### config.mk
export PLATFORM = sky130hd
export DESIGN_NAME = i2c_slave_regfile
export DESIGN_NICKNAME = d
export VERILOG_FILES = /design/src/rtl/i2c_slave_regfile.sv
export SDC_FILE = /design/constraint.sdc
export NUM_CORES = 1
export LEC_CHECK = 0
export CORE_AREA = 2 2 237 239
export DETAILED_ROUTE_END_ITERATION = 10
export DIE_AREA = 0 0 239 241
export GPL_ROUTABILITY_DRIVEN = 0
export PLACE_DENSITY = 0.76
export SLEW_MARGIN = 20
export SYNTH_ARGS = -nofsm -noshare
export SYNTH_HDL_FRONTEND = slang
export SYNTH_SLANG_ARGS = --single-unit
### constraint.sdc
create_clock -name clk -period 46.8 [get_ports clk]
set_input_delay 14.04 -clock clk [delete_from_list [all_inputs] [get_ports clk]]
set_output_delay 14.04 -clock clk [all_outputs]
set_load 0.01 [all_outputs]
### src/rtl/i2c_slave_regfile.sv
// i2c_slave_regfile
// I2C target with a local byte-addressed register file. Frame: START,
// 8-bit device address (MSB first), R/W bit, ACK, 8-bit memory address,
// ACK, data byte, ACK/NACK, STOP. SCL/SDA are oversampled on clk; SDA is
// driven open-drain through sda_oe.
//
// Optional build macro: I2C_SLAVE_AUTOINC_EN
//   defined   - memory address auto-increments for multi-byte transfers
//   undefined - one data byte per transfer
//
// Ports:
//   clk        system clock
//   reset      asynchronous active-high reset
//   scl_in     bus SCL level
//   sda_in     bus SDA level
//   sda_oe     1 = pull SDA low, 0 = release
//   wr_valid   one-cycle pulse when a bus write commits
//   wr_addr    register address of the committed write
//   wr_data    data of the committed write
//   loc_addr   local read address
//   loc_rdata  registered local read data (1-cycle latency)
//   busy       high from START to STOP while addressed
//
// state        | meaning
// S_IDLE       | waiting for START
// S_DEV_ADDR   | shifting in the 8-bit device address
// S_RW         | sampling the R/W bit, address compare
// S_ACK_DEV    | driving ACK for the device address
// S_MEM_ADDR   | shifting in the memory address
// S_ACK_MEM    | ACK if address in range, NACK otherwise
// S_WRITE_DATA | shifting in a write data byte
// S_ACK_WRITE  | driving ACK for the committed write byte
// S_READ_DATA  | driving a read byte, MSB first
// S_ACK_READ   | released, sampling master ACK/NACK
// S_WAIT_STOP  | released, ignoring SCL until START/STOP

module i2c_slave_regfile #(
    parameter logic [7:0] DEV_ADDR    = 8'h01,
    parameter int         DEPTH       = 64,
    parameter int         SYNC_STAGES = 2
) (
    input  logic                     clk,
    input  logic                     reset,
    input  logic                     scl_in,
    input  logic                     sda_in,
    output logic                     sda_oe,
    output logic                     wr_valid,
    output logic [7:0]               wr_addr,
    output logic [7:0]               wr_data,
    input  logic [$clog2(DEPTH)-1:0] loc_addr,
    output logic [7:0]               loc_rdata,
    output logic                     busy
);

    localparam int         AW     = $clog2(DEPTH);
    localparam logic [8:0] DEPTH9 = 9'(DEPTH);

    typedef enum logic [3:0] {
        S_IDLE, S_DEV_ADDR, S_RW, S_ACK_DEV, S_MEM_ADDR, S_ACK_MEM,
        S_WRITE_DATA, S_ACK_WRITE, S_READ_DATA, S_ACK_READ, S_WAIT_STOP
    } state_t;

    state_t     state, state_n;
    logic [2:0] bit_cnt, bit_cnt_n;
    logic [7:0] shift, shift_n;
    logic [7:0] mem_addr, mem_addr_n;
    logic       rw, rw_n;
    logic       sda_oe_n, busy_n, wr_en;
    logic [7:0] mem [DEPTH];

    // Synchronizers reset to 1 (idle bus) so no false edge follows reset.
    logic [SYNC_STAGES-1:0] scl_sync, sda_sync;
    logic scl_d, sda_d, scl_s, sda_s;
    logic scl_rise, scl_fall, start_det, stop_det;
    logic mem_ok;
    logic [7:0] wr_byte;

    assign scl_s     = scl_sync[SYNC_STAGES-1];
    assign sda_s     = sda_sync[SYNC_STAGES-1];
    assign scl_rise  = scl_s & ~scl_d;
    assign scl_fall  = ~scl_s & scl_d;
    assign start_det = scl_s & scl_d & sda_d & ~sda_s;
    assign stop_det  = scl_s & scl_d & ~sda_d & sda_s;
    assign mem_ok    = {1'b0, mem_addr} < DEPTH9;
    assign wr_byte   = {shift[6:0], sda_s};

`ifdef I2C_SLAVE_AUTOINC_EN
    logic [8:0] inc_addr9;
    logic       inc_ok;
    assign inc_addr9 = {1'b0, mem_addr} + 9'd1;
    assign inc_ok    = inc_addr9 < DEPTH9;
`endif

    always_ff @(posedge clk or posedge reset) begin
        if (reset) begin
            scl_sync <= '1;
            sda_sync <= '1;
            scl_d    <= 1'b1;
            sda_d    <= 1'b1;
        end else begin
            scl_sync <= {scl_sync[SYNC_STAGES-2:0], scl_in};
            sda_sync <= {sda_sync[SYNC_STAGES-2:0], sda_in};
            scl_d    <= scl_s;
            sda_d    <= sda_s;
        end
    end

    always_ff @(posedge clk or posedge reset) begin
        if (reset) begin
            state     <= S_IDLE;
            bit_cnt   <= '0;
            shift     <= '0;
            mem_addr  <= '0;
            rw        <= 1'b0;
            sda_oe    <= 1'b0;
            busy      <= 1'b0;
            wr_valid  <= 1'b0;
            wr_addr   <= '0;
            wr_data   <= '0;
            loc_rdata <= '0;
            for (int i = 0; i < DEPTH; i++) mem[i] <= '0;
        end else begin
            state     <= state_n;
            bit_cnt   <= bit_cnt_n;
            shift     <= shift_n;
            mem_addr  <= mem_addr_n;
            rw        <= rw_n;
            sda_oe    <= sda_oe_n;
            busy      <= busy_n;
            wr_valid  <= wr_en;
            // Read before write in the same cycle: old value returned.
            loc_rdata <= mem[loc_addr];
            if (wr_en) begin
                mem[mem_addr[AW-1:0]] <= wr_byte;
                wr_addr               <= mem_addr;
                wr_data               <= wr_byte;
            end
        end
    end

    // SDA output only moves on SCL fall; decisions are taken on SCL rise.
    always_comb begin
        state_n    = state;
        bit_cnt_n  = bit_cnt;
        shift_n    = shift;
        mem_addr_n = mem_addr;
        rw_n       = rw;
        sda_oe_n   = sda_oe;
        busy_n     = busy;
        wr_en      = 1'b0;
        if (stop_det) begin
            state_n  = S_IDLE;
            sda_oe_n = 1'b0;
            busy_n   = 1'b0;
        end else if (start_det) begin
            state_n   = S_DEV_ADDR;
            bit_cnt_n = '0;
            sda_oe_n  = 1'b0;
        end else if (scl_fall) begin
            case (state)
                S_ACK_DEV, S_ACK_WRITE: sda_oe_n = 1'b1;
                S_ACK_MEM:              sda_oe_n = mem_ok;
                S_READ_DATA: begin
                    sda_oe_n = ~shift[7];
                    shift_n  = {shift[6:0], 1'b0};
                end
                default:                sda_oe_n = 1'b0;
            endcase
        end else if (scl_rise) begin
            case (state)
                S_DEV_ADDR, S_MEM_ADDR, S_WRITE_DATA: begin
                    shift_n   = wr_byte;
                    bit_cnt_n = bit_cnt + 3'd1;
                    if (bit_cnt == 3'd7) begin
                        case (state)
                            S_DEV_ADDR: state_n = S_RW;
                            S_MEM_ADDR: begin
                                state_n    = S_ACK_MEM;
                                mem_addr_n = wr_byte;
                            end
                            default: begin
                                state_n = S_ACK_WRITE;
                                wr_en   = 1'b1;
                            end
                        endcase
                    end
                end
                S_RW: begin
                    rw_n = sda_s;
                    if (shift == DEV_ADDR) begin
                        state_n = S_ACK_DEV;
                        busy_n  = 1'b1;
                    end else begin
                        state_n = S_WAIT_STOP;
                    end
                end
                S_ACK_DEV: begin
                    state_n   = S_MEM_ADDR;
                    bit_cnt_n = '0;
                end
                S_ACK_MEM: begin
                    bit_cnt_n = '0;
                    if (!mem_ok) begin
                        state_n = S_WAIT_STOP;
                    end else if (rw) begin
                        state_n = S_READ_DATA;
                        shift_n = mem[mem_addr[AW-1:0]];
                    end else begin
                        state_n = S_WRITE_DATA;
                    end
                end
                S_READ_DATA: begin
                    bit_cnt_n = bit_cnt + 3'd1;
                    if (bit_cnt == 3'd7) state_n = S_ACK_READ;
                end
`ifdef I2C_SLAVE_AUTOINC_EN
                S_ACK_WRITE: begin
                    bit_cnt_n = '0;
                    if (inc_ok) begin
                        mem_addr_n = inc_addr9[7:0];
                        state_n    = S_WRITE_DATA;
                    end else begin
                        state_n = S_WAIT_STOP;
                    end
                end
                S_ACK_READ: begin
                    bit_cnt_n = '0;
                    if (!sda_s && inc_ok) begin
                        mem_addr_n = inc_addr9[7:0];
                        shift_n    = mem[inc_addr9[AW-1:0]];
                        state_n    = S_READ_DATA;
                    end else begin
                        state_n = S_WAIT_STOP;
                    end
                end
`else
                S_ACK_WRITE, S_ACK_READ: state_n = S_WAIT_STOP;
`endif
                default: ;
            endcase
        end
    end

endmodule

Word-level counts from Yosys, hierarchy flattened:

Index checks and enable logic that the tools add are counted.

* register bits after elaboration: 569
* output and inout port bits: 27
* logic and storage cells: 191
* input port bits: 10

* bitwise logic cells: 17
* reductions and logical operators: 23
* add/subtract/negate cells: 1
* equal/unequal tests: 20
* magnitude comparators: 4
* mux-type cells: 47

Operators by type and width (number)
* $bwmux W512: 1
* $bmux W8 S6: 2
* $mux W8: 10
* $demux W8 S6: 1
* $mux W4: 9
* $pmux W4 S6: 1
* $eq A4 B3 Y1 const B: 4
* $mux W1: 16
* $pmux W8 S2: 1
* $reduce_and A5 Y1: 3
* $ge A7 B7 Y1 const B: 2
* $not A6 Y7: 2
* $reduce_and A7 Y1: 2
* $pmux W3 S2: 2
* $reduce_bool A3 Y1: 4
* $reduce_bool A2 Y1: 5
* $mux W3: 3
* $eq A4 B2 Y1 const B: 2
* $eq A4 B4 Y1 const B: 2
* $eq A8 B1 Y1 const B: 1
* $lt A8 B7 Y1 const B: 1
* $ne A2 B1 Y1 const B: 4
* $ne A4 B4 Y1 const B: 2
* $not A1 Y1: 8
* 14 further kinds: 24

Depth between registers and ports, before layout:

Gate-level depths: netlist of the first run.

* depth in word-level cells: 9
* gate-level depth with buffers: 11
* gate-level depth less buffers: 8

Least setup slack after synthesis of the first run:

Ideal clock, no wire load.

* kind: input to register
* start: input port loc_addr[0]
* end: register loc_rdata[0]
* library setup time: 130 ps
* arrival: 16289 ps
* cell stages on the path: 6
* path buffers: 2
* path slack: 30380 ps
* required time: 46670 ps
* cell sequence: clkbuf_1 -> buf_1 -> mux4_2 -> mux4_2 -> o211ai_1 -> o21ai_0

* word-level cells in the longest chain between the ends: 4

RTL lines
* start: declaration: line 50 `input logic [$clog2(DEPTH)-1:0] loc_addr,`
* $not A6 Y7 (not written as such): line 132 `loc_rdata <= mem[loc_addr];`
* $bmux W8 S6: line 132
* $mux W8 (not written as such) (2 in a row): line 132
* end signal: assignment: line 132
* end: declaration: line 51 `output logic [7:0] loc_rdata,`

No other way between the ends. The select of a mux whose other input is x is not followed.
A chain may end at the register's enable or synchronous reset.

==> results.toml, run 1 <==
[job]
timing.max_cap.violations = 0

[die]
placeable_core_area_mm2 = 0.0549
initial_core_util_pct = 54.6
floorplan.rows = 86
die_width_um = 239
floorplan.die.height_um = 241
io_pins = 37
fp.dieArea_mm2 = 0.0576

[worst_hold_path]
min-delay-path-class = "reg2reg"
hold_worst_path_end = "sda_sync[1]"
whs_path_depth = 0
holdCritStartpoint = "sda_sync[0]"

[critical_path]
r2r_setup_slack_ns = 42.09
critical_path.max_fanout = 126
endpoint_kind = "async pin"
regToRegStartpoint = "sda_sync[1]"
critical_path.reg2reg.endpoint = "mem[229]"
worst_ep_required_time_ns = 47.58
setup.worst_path.class = "in2async"
worst-r2r-cell-count = 8
crit_arrival_ns = 17.72
critical_path_launch_point_type = "input port"

[detailed_routing]
detail_route.wirelength_um = 84700
detailroute.wirelength.met3_um = 7920
ant_nets = 0
first_iter_violations = 2110
remaining_drc_errors = 0
drt-vias-per-instance = 6.95
detail_route.wirelength.met1_um = 33500
top_signal_layer_used = "met5"
routed-wl-met2_um = 38900
route.vias.total = 19187
detailed_router_iteration_count_before_antenna_repair = 7
routed_wire_length_per_instance_um = 30.7

[clocking]
cts_sinks = 569
clock_tree.htree_level_count = 2
clk_transition_reported_paths_ns = 0.06
clock_latency_ns = 0.63
ctsHoldBuffers = 0
clockRootBuffer = "sky130_fd_sc_hd__clkbuf_16"
clock_tree.buffer_depth = 3
cts_tree = "done"
post_cts_buffers = 0
cts_inserted_buffers = 59
cts_repair_resize_count = 0

[placed_design]
place_area_mm2 = 0.0309
detailedPlacementHpwl_um = 53600
port_buffers = 36
post-place-ws_ns = 28.72

[layout]
final-seq-area_mm2 = 0.0143
final_core_util_pct = 60.2
multiInputGateArea_mm2 = 0.0150
layout-area-overhead-vs-synth_pct = 10.3
final_area_mm2 = 0.0330
final_nets = 2026
number_of_filler_cells_placed_in_the_layout = 4088
post_route_cells_drive_above_1_share_pct = 48.9

[grt]
grt_first_pass_wirelength_um = 128000
number_of_global_route_vias_before_repair = 19647
groute.usage.overall_pct = 30.2
grt_max_degree = 127
antenna_found_initial = 5
sum_of_overflow_across_all_layers_after_global_routing = 0

[synth]
synthesis.nets = 2059
synth_area_mm2 = 0.0299
ys_top_cells_by_area = "sky130_fd_sc_hd__dfrtp_1 47%, sky130_fd_sc_hd__mux2_2 21%, sky130_fd_sc_hd__mux4_2 18%, sky130_fd_sc_hd__mux2i_1 2.9%, sky130_fd_sc_hd__clkbuf_1 1.6%"
synth_seq_cells = 569
synth_async_sr_flop_share_pct = 100
synth_top_area_share_pct = 47.0
postSynthCellCount = 2044
ys_seq_area_share_pct = 47.6
ys.warnings.count = 0
netlist-cell-type-count = 52
yosysTopAreaCell = "sky130_fd_sc_hd__dfrtp_1"
postSynth.topFlopCell = "sky130_fd_sc_hd__dfrtp_1"
synth_edf_count = 0
syn-mean-instance-area_um2 = 14.7

[sta]
finalClockSkew_ns = 0.0191
worst_slew_margin_rel_pct = 29.2
hold-worst-slack_ns = 0.356
post_route_fraction_of_the_period_consumed_by_the_critical_path_pct = 36.2
setup-violations-final = 0
layout_min_cycle_time_ns = 16.94
max_slew.worst_pin.slew_ns = 1.06
final-max-slew-violation-count = 0
highest_clock_frequency_the_design_can_meet_mhz = 59.0
rsz_0062_raised_after_global_routing = "no"
fin_setup_tns_ns = 0
final_critical_path_setup_slack_ns = 29.86
hold_viol = 0

[power]
worst_ir_drop_vdd_mv = 0.0423
pwr_density_cell_mw_per_mm2 = 34.1
power_leakage_nw = 15.0

[status]
outcome = "finished clean"
## area by class of cell
class,instances,share of cell area [%]
Timing Repair Buffer,78,2.15
Sequential cell,569,43.2
Clock inverter,18,1.12
Inverter,14,0.182
Antenna cell,2,0.0152
Clock buffer,87,5.28
Tap cell,704,2.67
Multi-Input combinational cell,1289,45.4
## report_power, final
| part | internal [mW] | switching (mW) | total, mW | leakage, nW |
|---|---|---|---|---|
| Clock | 0.316 | 0.198 | 0.515 | 1.04 |
| Sequential | 0.498 | 0.00472 | 0.502 | 7.90 |
| Combinational | 0.0217 | 0.0878 | 0.109 | 6.06 |
## state kept, by name, indices dropped and copies added (netlist names), 2 cells and up
name,cells
sda_sync,2
state,4
wr_addr,8
shift,8
wr_data,8
mem,512
bit_cnt,3
scl_sync,2
loc_rdata,8
mem_addr,8
## cell usage in the layout, fill, tap and decap left out, drive strengths merged, types with 5 or more instances in the layout
cell type	count
clkdlybuf4s50	32
o22ai	34
o21ai	35
and3	5
clkbuf	88
inv	15
nor2b	7
a211oi	10
a22oi	13
nand3	7
o211ai	11
dfstp	6
clkinv	6
nor2	43
nor4	6
dfrtp	563
bufinv	11
a22o	7
mux2i	86
a31oi	15
nand2	89
buf	45
nand2b	14
ha	5
a21oi	30
nor3	15
a31o	6
mux2	571
mux4	239
## worst max-delay path, stage by stage
cell,delay [ns]
sky130_fd_sc_hd__clkdlybuf4s50_1,0.49
sky130_fd_sc_hd__inv_8,0.58
sky130_fd_sc_hd__buf_4,0.79
sky130_fd_sc_hd__buf_4,0.81
sky130_fd_sc_hd__buf_4,0.43
sky130_fd_sc_hd__buf_16,0.32
## cells in the mapped netlist (5+ instances only)
master,count
sky130_fd_sc_hd__nor2_1,43
sky130_fd_sc_hd__dfstp_2,6
sky130_fd_sc_hd__mux4_2,239
sky130_fd_sc_hd__inv_1,14
sky130_fd_sc_hd__mux2_2,571
sky130_fd_sc_hd__buf_1,25
sky130_fd_sc_hd__o22ai_1,34
sky130_fd_sc_hd__a22oi_1,13
sky130_fd_sc_hd__dfrtp_1,563
sky130_fd_sc_hd__a21oi_1,30
sky130_fd_sc_hd__nor3_1,14
sky130_fd_sc_hd__nand2_2,24
sky130_fd_sc_hd__o21ai_0,35
sky130_fd_sc_hd__a211oi_1,10
sky130_fd_sc_hd__a31oi_1,15
sky130_fd_sc_hd__nor2b_1,7
sky130_fd_sc_hd__buf_2,23
sky130_fd_sc_hd__o211ai_1,11
sky130_fd_sc_hd__mux2i_1,86
sky130_fd_sc_hd__clkbuf_1,124
sky130_fd_sc_hd__nand2b_1,14
sky130_fd_sc_hd__and3_1,5
sky130_fd_sc_hd__ha_1,5
sky130_fd_sc_hd__nand3_1,7
sky130_fd_sc_hd__a31o_2,6
sky130_fd_sc_hd__a22o_1,7
sky130_fd_sc_hd__nand2_1,65
## logic make-up (layout without fill, tap and decap cells)
logic type	count (synthesis)	in the layout	share of synthesized area, %
xor+xnor	1	1	0.0293
flops	569	569	47.6
fa+ha+maj	5	5	0.209
other cells	0	2	0
compound gates	179	179	3.85
buf+inv	186	197	2.43
simple gates	208	208	3.59
mux	896	896	42.3
## per-stage QoR
stage          std cells  power, mW
3_5_place_dp        2653      0.619
5_1_grt             2759       1.16
4_1_cts             2758       1.13
6_report            2761       1.13
3_3_place_gp        2653      0.616
2_1_floorplan       2044      0.580
## metal layers
| metal | global-route usage (%) | vias to the layer above |
|---|---|---|
| met3 | 7.37 | 242 |
| met1 | 41.4 | 10190 |
| met4 | 14.4 | 2 |
| met5 | 0 | - |
| met2 | 45.8 | 945 |
| li1 | - | 7808 |
## how the worst max path moves through the flow
stage	from	slack [ns]	to	depth (start not counted)
global route	reset	29.35	mem[85]	6
finish	reset	29.86	mem[251]	6
global placement	reset	28.85	mem[82]	5
detailed placement	reset	28.72	mem[245]	5
floorplan	reset	16.85	bit_cnt[0]	1
CTS	reset	29.38	mem[85]	5
Note: power is estimated with default switching activity, not from simulation.
==> run 2, diff against run 1 <==
==> constraint.sdc (replaced) <==
create_clock -name clk -period 16.1 [get_ports clk]
set_input_delay 4.83 -clock clk [delete_from_list [all_inputs] [get_ports clk]]
set_output_delay 4.83 -clock clk [all_outputs]
set_load 0.01 [all_outputs]
==> run 2 against run 1 <==
Compared with the run above: core utilization fell by 0.35 points; clock power rose to 2.7 times the previous value; combinational power grew to 2.9 times the previous value; die area unchanged; count of clock-buffer cells in the layout down 1; critical path depth unchanged; clock skew grew 0.013 ns; critical endpoint is now loc_rdata[5]; largest cell class unchanged; largest power group is now sequential cells; highest routed layer unchanged.
==> results.toml, run 2 (synthesis results as in run 1) <==
[die]
die_width_um = 239
floorplan.die.height_um = 241
io_pins = 37
initial_core_util_pct = 54.6
fp.dieArea_mm2 = 0.0576
placeable_core_area_mm2 = 0.0549
floorplan.rows = 86

[clocking]
clk_transition_reported_paths_ns = 0.06
ctsHoldBuffers = 0
clock_tree.buffer_depth = 3
clock_latency_ns = 0.65
cts_inserted_buffers = 59
clockRootBuffer = "sky130_fd_sc_hd__clkbuf_16"
cts_sinks = 569
clock_tree.htree_level_count = 2
cts_tree = "done"
cts_repair_resize_count = 0
post_cts_buffers = 0

[layout]
post_route_cells_drive_above_1_share_pct = 49.1
most-common-layout-cells = "571 x sky130_fd_sc_hd__mux2_2, 554 x sky130_fd_sc_hd__dfrtp_1, 239 x sky130_fd_sc_hd__mux4_2"
multiInputGateArea_mm2 = 0.0150
final_nets = 2022
largest_register_ff_count = 512
final-seq-area_mm2 = 0.0143
max_flop_register = "mem"
layout-area-overhead-vs-synth_pct = 9.65
final_common_cell = "sky130_fd_sc_hd__mux2_2"
final_area_mm2 = 0.0328
final_core_util_pct = 59.8
number_of_filler_cells_placed_in_the_layout = 4105

[grt]
antenna_found_initial = 1
grt_first_pass_wirelength_um = 129000
grt_max_degree = 182
sum_of_overflow_across_all_layers_after_global_routing = 0
groute.usage.overall_pct = 30.1
number_of_global_route_vias_before_repair = 19792

[sta]
final-max-slew-violation-count = 0
hold_viol = 0
post_route_fraction_of_the_period_consumed_by_the_critical_path_pct = 47.6
setup-violations-final = 0
rsz_0062_raised_after_global_routing = "no"
final_critical_path_setup_slack_ns = 8.43
highest_clock_frequency_the_design_can_meet_mhz = 130
finalClockSkew_ns = 0.0318
worst_slew_margin_rel_pct = 20.5
fin_setup_tns_ns = 0
layout_min_cycle_time_ns = 7.67
max_slew.worst_pin.slew_ns = 1.19

[critical_path]
worst_path_max_delay_cell = "sky130_fd_sc_hd__buf_4"
critical_path_launch_point_type = "input port"
critical-path-top-delay-family = "buffers and inverters"
critical-path-max-stage-delay_ns = 0.88
critPathBufInv = 2
timing.critical_path.cells = "buf_6 -> buf_4 -> mux4_2 -> mux4_2 -> o211ai_1 -> o21ai_0"
worst_ep_required_time_ns = 16.60
critical_path.max_fanout = 68
endpoint_kind = "flip-flop"
timing.critical_path.mode_cell = "sky130_fd_sc_hd__mux4_2"
setup.worst_path.class = "in2reg"
crit_arrival_ns = 8.17

[detailed_routing]
first_iter_violations = 2070
detailed_router_iteration_count_before_antenna_repair = 6
route.vias.total = 19299
ant_nets = 0
detail_route.wirelength_um = 84100
remaining_drc_errors = 0
routed_wire_length_per_instance_um = 30.5
drt-vias-per-instance = 7.00

[placed_design]
place_area_mm2 = 0.0309
post-place-ws_ns = 7.83
port_buffers = 36
detailedPlacementHpwl_um = 54400

[job]
timing.max_cap.violations = 0

[worst_hold_path]
min-delay-path-class = "reg2reg"

[power]
power_leakage_nw = 14.9
worst_ir_drop_vdd_mv = 0.0839
pwr_density_cell_mw_per_mm2 = 96.5

[status]
outcome = "finished clean"
## run 2: cell types whose count changed in the layout (fill, tap and decap cells not counted), sizes merged
cell      before  now
clkinv         6   16
clkbuf        88   87
clkinvlp       0    1
bufinv        11    3
diode          2    1
inv           15   14
buf           45   41
## run 2: report_power, final
part,total [mW],switching (mW),internal (mW)
clock,1.39,0.591,0.801
combinational,0.314,0.252,0.0623
sequential,1.46,0.0162,1.45
## run 2: layer usage
layer  GRT usage, %  routed length (um)
met2           45.8               38500
met4           14.1                4600
met1           41.6               33400
met3           6.93                7470
met5              0                  12
## run 2: layout make-up
cell class	count	area share (%)
tap	704	2.68
sequential	569	43.4
inverter	14	0.171
timing repair buffer	74	2.05
clock buffer	86	5.36
clock inverter	20	0.602
multi-input combinational	1289	45.7
antenna	1	0.00762
## run 2: worst paths after layout
| path | from | slack, ns | cells after the start | endpoint |
|---|---|---|---|---|
| max in group asynchronous | reset | 8.95 | 4 | mem_addr[0] |
| worst min register to register | scl_sync[0] | 0.36 | 0 | scl_sync[1] |
| worst max-delay path | loc_addr[1] | 8.43 | 6 | loc_rdata[5] |
| min in group asynchronous | reset | 4.69 | 2 | mem[462] |
| worst min-delay path | scl_sync[0] | 0.36 | 0 | scl_sync[1] |
| worst max register to register | scl_sync[1] | 11.90 | 7 | mem[379] |
## run 2: stage by stage
step                std cells  total power, mW  hold WS [ns]
floorplan                2044             1.69         0.345
global placement         2649             1.79         0.348
detailed placement       2650             1.80         0.349
CTS                      2756             3.18         0.363
global route             2756             3.26         0.363
finish                   2757             3.17         0.362
## run 2: worst register-to-register path, cell delays in order, from the launching register on
cell and delay (ns):
sky130_fd_sc_hd__dfstp_2 0.56, sky130_fd_sc_hd__inv_1 0.06, sky130_fd_sc_hd__ha_1 0.28, sky130_fd_sc_hd__nand2b_1 0.28, sky130_fd_sc_hd__a2111oi_2 0.65, sky130_fd_sc_hd__nand3b_1 0.68, sky130_fd_sc_hd__nor2_1 1.14, sky130_fd_sc_hd__mux2_2 0.44
